<file path="config.mk">
export PLATFORM = sky130hd
export DESIGN_NAME = write_arbiter
export DESIGN_NICKNAME = d
export VERILOG_FILES = /design/src/rtl/uart_pkg.sv /design/src/rtl/timeout_counter.sv /design/src/rtl/write_arbiter.sv
export SDC_FILE = /design/constraint.sdc
export NUM_CORES = 1
export LEC_CHECK = 0
export BUFFER_PORTS_ARGS = -buffer_cell sky130_fd_sc_hd__buf_2
export CAP_MARGIN = 20
export CORE_MARGIN = 5
export CORE_UTILIZATION = 50
export CTS_CLUSTER_SIZE = 30
export DETAILED_ROUTE_END_ITERATION = 7
export HOLD_SLACK_MARGIN = 0.06
export PLACE_DENSITY = 0.74
export SYNTH_ARGS = -nofsm -noshare
export SYNTH_HDL_FRONTEND = slang
export SYNTH_SLANG_ARGS = --single-unit
</file>
<file path="constraint.sdc">
create_clock -name CLK_I -period 4.3 [get_ports CLK_I]
set_input_delay 0.86 -clock CLK_I [delete_from_list [all_inputs] [get_ports CLK_I]]
set_output_delay 0.86 -clock CLK_I [all_outputs]
set_load 0.01 [all_outputs]
</file>
<file path="src/rtl/uart_pkg.sv">
// Shared constants, state encoding and helpers for the UART-to-DTM write path.
package uart_pkg;

  localparam int CMDLENGTH       = 4;
  localparam int IRLENGTH        = 5;
  localparam int MAX_WRITE_BYTES = 6;
  localparam int DATA_WIDTH      = MAX_WRITE_BYTES * 8;
  localparam int LEN_WIDTH       = 3;

  localparam logic [CMDLENGTH-1:0] CMD_READ  = 4'h1;
  localparam logic [CMDLENGTH-1:0] CMD_WRITE = 4'h2;
  localparam logic [CMDLENGTH-1:0] CMD_RESET = 4'h3;

  localparam logic [IRLENGTH-1:0] ADDR_IDCODE = 5'h01;
  localparam logic [IRLENGTH-1:0] ADDR_DTMCS  = 5'h10;
  localparam logic [IRLENGTH-1:0] ADDR_DMI    = 5'h11;

  typedef enum logic [1:0] {
    IDLE    = 2'd0,
    COLLECT = 2'd1,
    ISSUE   = 2'd2
  } arb_state_t;

  // Number of payload bytes a DTM register takes; zero marks it read-only.
  // DMI is 41 bits wide, so it needs six bytes.
  function automatic logic [LEN_WIDTH-1:0] write_length(input logic [IRLENGTH-1:0] addr);
    case (addr)
      ADDR_DTMCS: return 3'd4;
      ADDR_DMI:   return 3'd6;
      default:    return 3'd0;
    endcase
  endfunction

endpackage

</file>
<file path="src/rtl/timeout_counter.sv">
// Down-counter that flags when too many cycles pass without a reload.
module timeout_counter #(
  parameter int TIMEOUT_CYCLES = 1000000
) (
  input  logic clk,
  input  logic rst_n,
  input  logic load,
  input  logic tick,
  output logic expired
);

  // Loading TIMEOUT_CYCLES-1 makes expiry fall on the cycle the caller must act on,
  // so the abort lands exactly TIMEOUT_CYCLES clocks after the last reload.
  localparam int CNT_W = (TIMEOUT_CYCLES > 1) ? $clog2(TIMEOUT_CYCLES) : 1;
  localparam logic [CNT_W-1:0] LOAD_VALUE = CNT_W'(TIMEOUT_CYCLES - 1);

  logic [CNT_W-1:0] count_q;

  // Reload on demand, otherwise count down while ticking and saturate at zero.
  always_ff @(posedge clk or negedge rst_n) begin
    if (!rst_n) begin
      count_q <= '0;
    end else if (load) begin
      count_q <= LOAD_VALUE;
    end else if (tick && (count_q != '0)) begin
      count_q <= count_q - CNT_W'(1);
    end
  end

  assign expired = (count_q == '0);

endmodule

</file>
<file path="src/rtl/write_arbiter.sv">
// Gathers UART payload bytes for a write command and hands one register write to the DTM.
module write_arbiter
  import uart_pkg::*;
#(
  parameter int TIMEOUT_CYCLES = 1000000
) (
  input  logic                  CLK_I,
  input  logic                  RST_NI,
  input  logic                  WRITE_ARBITER_VALID_I,
  output logic                  WRITE_ARBITER_READY_O,
  input  logic [CMDLENGTH-1:0]  WRITE_COMMAND_I,
  input  logic [IRLENGTH-1:0]   WRITE_ADDRESS_I,
  input  logic                  READ_I,
  input  logic                  CMD_REC_I,
  input  logic [7:0]            DATA_REC_I,
  output logic                  DTM_WRITE_VALID_O,
  input  logic                  DTM_WRITE_READY_I,
  output logic [IRLENGTH-1:0]   DTM_WRITE_ADDRESS_O,
  output logic [DATA_WIDTH-1:0] DTM_WRITE_DATA_O,
  output logic                  DTM_RESET_O,
  output logic                  ERROR_O
);

  arb_state_t            state_q, state_d;
  logic [IRLENGTH-1:0]   addr_q;
  logic [DATA_WIDTH-1:0] data_q;
  logic [LEN_WIDTH-1:0]  cnt_q;
  logic                  error_q, dtm_reset_q;

  logic                  cmd_fire;
  logic                  start_write, store_byte, abort;
  logic                  error_set, reset_set;
  logic                  tmo_expired;
  logic [LEN_WIDTH-1:0]  cmd_len, wr_len;

  assign cmd_fire = WRITE_ARBITER_VALID_I && WRITE_ARBITER_READY_O;
  assign cmd_len  = write_length(WRITE_ADDRESS_I);
  assign wr_len   = write_length(addr_q);

  timeout_counter #(
    .TIMEOUT_CYCLES(TIMEOUT_CYCLES)
  ) u_timeout (
    .clk    (CLK_I),
    .rst_n  (RST_NI),
    .load   (start_write || store_byte),
    .tick   (state_q == COLLECT),
    .expired(tmo_expired)
  );

  // State register.
  always_ff @(posedge CLK_I or negedge RST_NI) begin
    if (!RST_NI) begin
      state_q <= IDLE;
    end else begin
      state_q <= state_d;
    end
  end

  // Next-state and control decode; a byte arriving on the expiry cycle beats the timeout.
  always_comb begin
    state_d     = state_q;
    start_write = 1'b0;
    store_byte  = 1'b0;
    abort       = 1'b0;
    error_set   = 1'b0;
    reset_set   = 1'b0;
    case (state_q)
      IDLE: begin
        if (cmd_fire) begin
          if (WRITE_COMMAND_I == CMD_WRITE) begin
            if (cmd_len != 3'd0) begin
              start_write = 1'b1;
              state_d     = COLLECT;
            end else begin
              error_set = 1'b1;
            end
          end else if (WRITE_COMMAND_I == CMD_RESET) begin
            reset_set = 1'b1;
          end
        end
      end
      COLLECT: begin
        if (READ_I && CMD_REC_I) begin
          abort   = 1'b1;
          state_d = IDLE;
        end else if (READ_I) begin
          store_byte = 1'b1;
          if (cnt_q == (wr_len - 3'd1)) begin
            state_d = ISSUE;
          end
        end else if (tmo_expired) begin
          abort   = 1'b1;
          state_d = IDLE;
        end
      end
      ISSUE: begin
        if (DTM_WRITE_READY_I) begin
          state_d = IDLE;
        end
      end
      default: state_d = IDLE;
    endcase
  end

  // Address latch and little-endian byte assembly; clearing on start keeps unused upper bytes zero.
  always_ff @(posedge CLK_I or negedge RST_NI) begin
    if (!RST_NI) begin
      addr_q <= '0;
      data_q <= '0;
      cnt_q  <= '0;
    end else if (start_write) begin
      addr_q <= WRITE_ADDRESS_I;
      data_q <= '0;
      cnt_q  <= '0;
    end else if (abort) begin
      data_q <= '0;
      cnt_q  <= '0;
    end else if (store_byte) begin
      for (int i = 0; i < MAX_WRITE_BYTES; i++) begin
        if (cnt_q == LEN_WIDTH'(i)) begin
          data_q[8*i +: 8] <= DATA_REC_I;
        end
      end
      cnt_q <= cnt_q + 3'd1;
    end
  end

  // Registered single-cycle pulses; a request landing on a pulse cycle merges into it
  // so neither output is ever high two cycles in a row.
  always_ff @(posedge CLK_I or negedge RST_NI) begin
    if (!RST_NI) begin
      error_q     <= 1'b0;
      dtm_reset_q <= 1'b0;
    end else begin
      error_q     <= (error_set || abort) && !error_q;
      dtm_reset_q <= reset_set && !dtm_reset_q;
    end
  end

  assign WRITE_ARBITER_READY_O = (state_q == IDLE);
  assign DTM_WRITE_VALID_O     = (state_q == ISSUE);
  assign DTM_WRITE_ADDRESS_O   = addr_q;
  assign DTM_WRITE_DATA_O      = data_q;
  assign DTM_RESET_O           = dtm_reset_q;
  assign ERROR_O               = error_q;

endmodule

</file>
==> summary.md <==
| Metric | Value |
|---|---|
| Post-layout util | 60.9% |
| Ys flop type | dfrtp_1 |
| Most frequent cells in the layout | 80 x dfrtp_1, 78 x buf_2, 61 x nor3_1 |
| Crit-path slowest cell | or4b_2 |
| Synthesized instance count | between 300 and 400 |
| VDD IR max | about 0.00034 V |
| Kind of critical path | flop to flop |
| Post-synthesis cell type count | 46 |
| Vias in the first global route | around 3200 |
| Crit-path max cell delay | ~0.59 ns |
| Routed wire length | roughly 9.5 mm |
| Hold-fix buffers, CTS | 0 |
| CTS resizes | 0 |
| Vias per std cell | 5.90 |
| Commonest non-fill, non-tap cell in the layout | dfrtp_1 |
| Layout area overhead | 19.2% |
| Avg Synthesized Cell Area | 10.9 sq um |
| Wire per inst | between 15 and 20 microns |
| Chip Height | 98.7 microns |
| Final setup violation count | 0 |
| Minimum clock period | around 2.8 ns |
| Antenna violations before repair | 0 |
| CTS tree | done |
| Root Driver | clkbuf_8 |
| H-tree depth | 3 |
| Die X | about 100 microns |
| WP data arrival | 3.01 ns |
| Post-CTS setup buffers | 0 |
| Ant diodes | 0 |
| Clock sink count | 80 |
| Clock insertion delay at the later pin of the skew report | 0.36 ns |
| Slew Limit Fails | 0 |
| Final hold vios | 0 |
| First-pass GRT wire length | 15.9 mm |
| Crit Path Max Fanout | 51 |
| Period Utilization, post-route | about two thirds |
| Slew HR | 35.8% |
| Nets | 461 |
| Crit. End Element | flop |
| Num ports | 80 |
| Port bufs | 79 |
| Vias | between 3000 and 4000 |
| GR Overflow Total | 0 |
| Setup Skew | ~0.012 ns |
| Syn nets | around 400 |
| Tot GR Track Use | approximately a fifth |
| RSZ-0062 raised after global routing | false |
| Max Root-Sink Buffers | 2 |
| TritonRoute pass-1 iters | 6 |
| Synth warn | 0 |
| Final GP Congestion | approximately 0.83 |
| Status | finished clean |
| Min Hold Slack | 0.369 ns |
| Max frequency | roughly 360 MHz |
| Post-synth EDFFs | 0 |
| Worst min path class | primary input to asynchronous set/reset pin |
| Synth async-reset ratio | between 90% and 100% |
| Clock-pin slew on the worst setup and hold paths | approximately 0.09 ns |
| Initial Util | between 50 and 60% |
| Pleak | between 2 and 3 nW |
| Register area share after synthesis | 50.9% |
| Largest net degree at the start of global routing | a little over 80 |
| HPWL Detailed | 6.32 mm |
| DIE AREA | just under 10000 sq um |
| Setup ws final | 1.50 ns |
| Std-Cell Rows | 32 |
| Slew @ Worst Pin | 0.960 ns |
| Initial DRC count | ~170 |
| CTS buffer count | 9 |
| DRC Markers | 0 |
| CP required | 4.50 ns |
| Number of max-cap violations | 0 |
| Startpoint Class | flop |
| PD cells | between 300 and 400 nW/um^2 |
| Layout cells sized above 1 | about a quarter |
| TNS Setup | 0 ns |
| FF+latch count, synth | 80 |
| Syn Std Cell Area | 3930 sq um |
| Total core area | between 7000 and 8000 sq um |
| Crit path cell chain | inv_1 > ha_1 > or4b_2 > or4_4 > o31ai_4 > buf_4 > a2111oi_0 |
| ANT nets after route | 0 |
| Setup WS pre-CTS | between 1 and 1.5 ns |
flip-flops by register name, summed over array words and instances, names as in the netlist:
| register | cells |
|---|---|
| u_timeout.count_q | 20 |
| state_q | 2 |
| DTM_RESET_O | 1 |
| DTM_WRITE_DATA_O | 48 |
| cnt_q | 3 |
| ERROR_O | 1 |
| DTM_WRITE_ADDRESS_O | 5 |
final cells by class:
type                    instances  area [sq um]
fillers                       655          3000
multi-input cells             248          1800
inverters                       8          30.0
well taps                     102           128
clock inverters                 6           140
flip-flops and latches         80          2000
clock buffers                   9           124
repair buffers                 84           455
per-stage QoR:
| stage | power (mW) | std cells | cell area [sq um] |
|---|---|---|---|
| 6_report | 1.75 | 537 | 4680 |
| 3_5_place_dp | 1.03 | 521 | 4390 |
| 3_3_place_gp | 1.02 | 521 | 4390 |
| 4_1_cts | 1.76 | 536 | 4660 |
| 5_1_grt | 1.83 | 537 | 4680 |
| 2_1_floorplan | 0.956 | 360 | 3930 |
cells in the mapped netlist, drive strengths merged (6+ instances only):
cell type / count / area share [%]
nand3: 17 / 2.2
nor4: 7 / 1.3
a21oi: 14 / 1.8
clkbuf: 16 / 1.5
nor3: 61 / 7.8
or4: 10 / 2.0
buf: 8 / 1.4
nand2: 7 / 0.67
o31ai: 6 / 1.5
and3: 11 / 1.8
dfrtp: 80 / 51
mux2i: 60 / 15
ha: 7 / 2.2
inv: 7 / 0.67
cell families (layout without fill, tap and decap cells):
family / after synthesis / count (layout) / synth area share, %
muxes: 62 / 62 / 15.9
adders and majority gates: 7 / 7 / 2.23
DFF: 80 / 80 / 50.9
AOI/OAI and AO/OA: 33 / 33 / 5.73
and+or+nand+nor: 146 / 146 / 21.6
buffers and inverters: 32 / 107 / 3.69
metal layers:
layer  wire (microns)  up-vias  track usage (%)
met4              157        0             6.30
li1                 -     1476                -
met3              596       16             5.24
met5                0        -                0
met1             4120     1581             27.7
met2             4600       96             32.2
worst max-delay path, delay by kind of cell (launching register included):
| kind | cells | cell delay (ns) |
|---|---|---|
| buffers and inverters | 2 | 0.59 |
| AOI/OAI and AO/OA | 2 | 0.36 |
| and+or+nand+nor | 2 | 1.06 |
| DFF | 1 | 0.41 |
| adders and majority gates | 1 | 0.20 |
report_power, final:
part | internal [mW] | switching [mW]
combinational | 0.0776 | 0.104
clock | 0.447 | 0.284
sequential | 0.795 | 0.0464
final timing paths:
path | start | to | slack, ns | cells after the start
worst max-delay path | u_timeout.count_q[0] | cnt_q[2] | 1.50 | 7
worst min-delay path | RST_NI | u_timeout.count_q[15] | 0.37 | 1
worst max register to register | u_timeout.count_q[0] | cnt_q[2] | 1.50 | 7
worst min register to register | DTM_RESET_O | DTM_RESET_O | 0.44 | 1
max in group asynchronous | RST_NI | DTM_RESET_O | 3.33 | 2
min in group CLK_I | DTM_RESET_O | DTM_RESET_O | 0.44 | 1
Note: power is estimated with default switching activity, not from simulation.
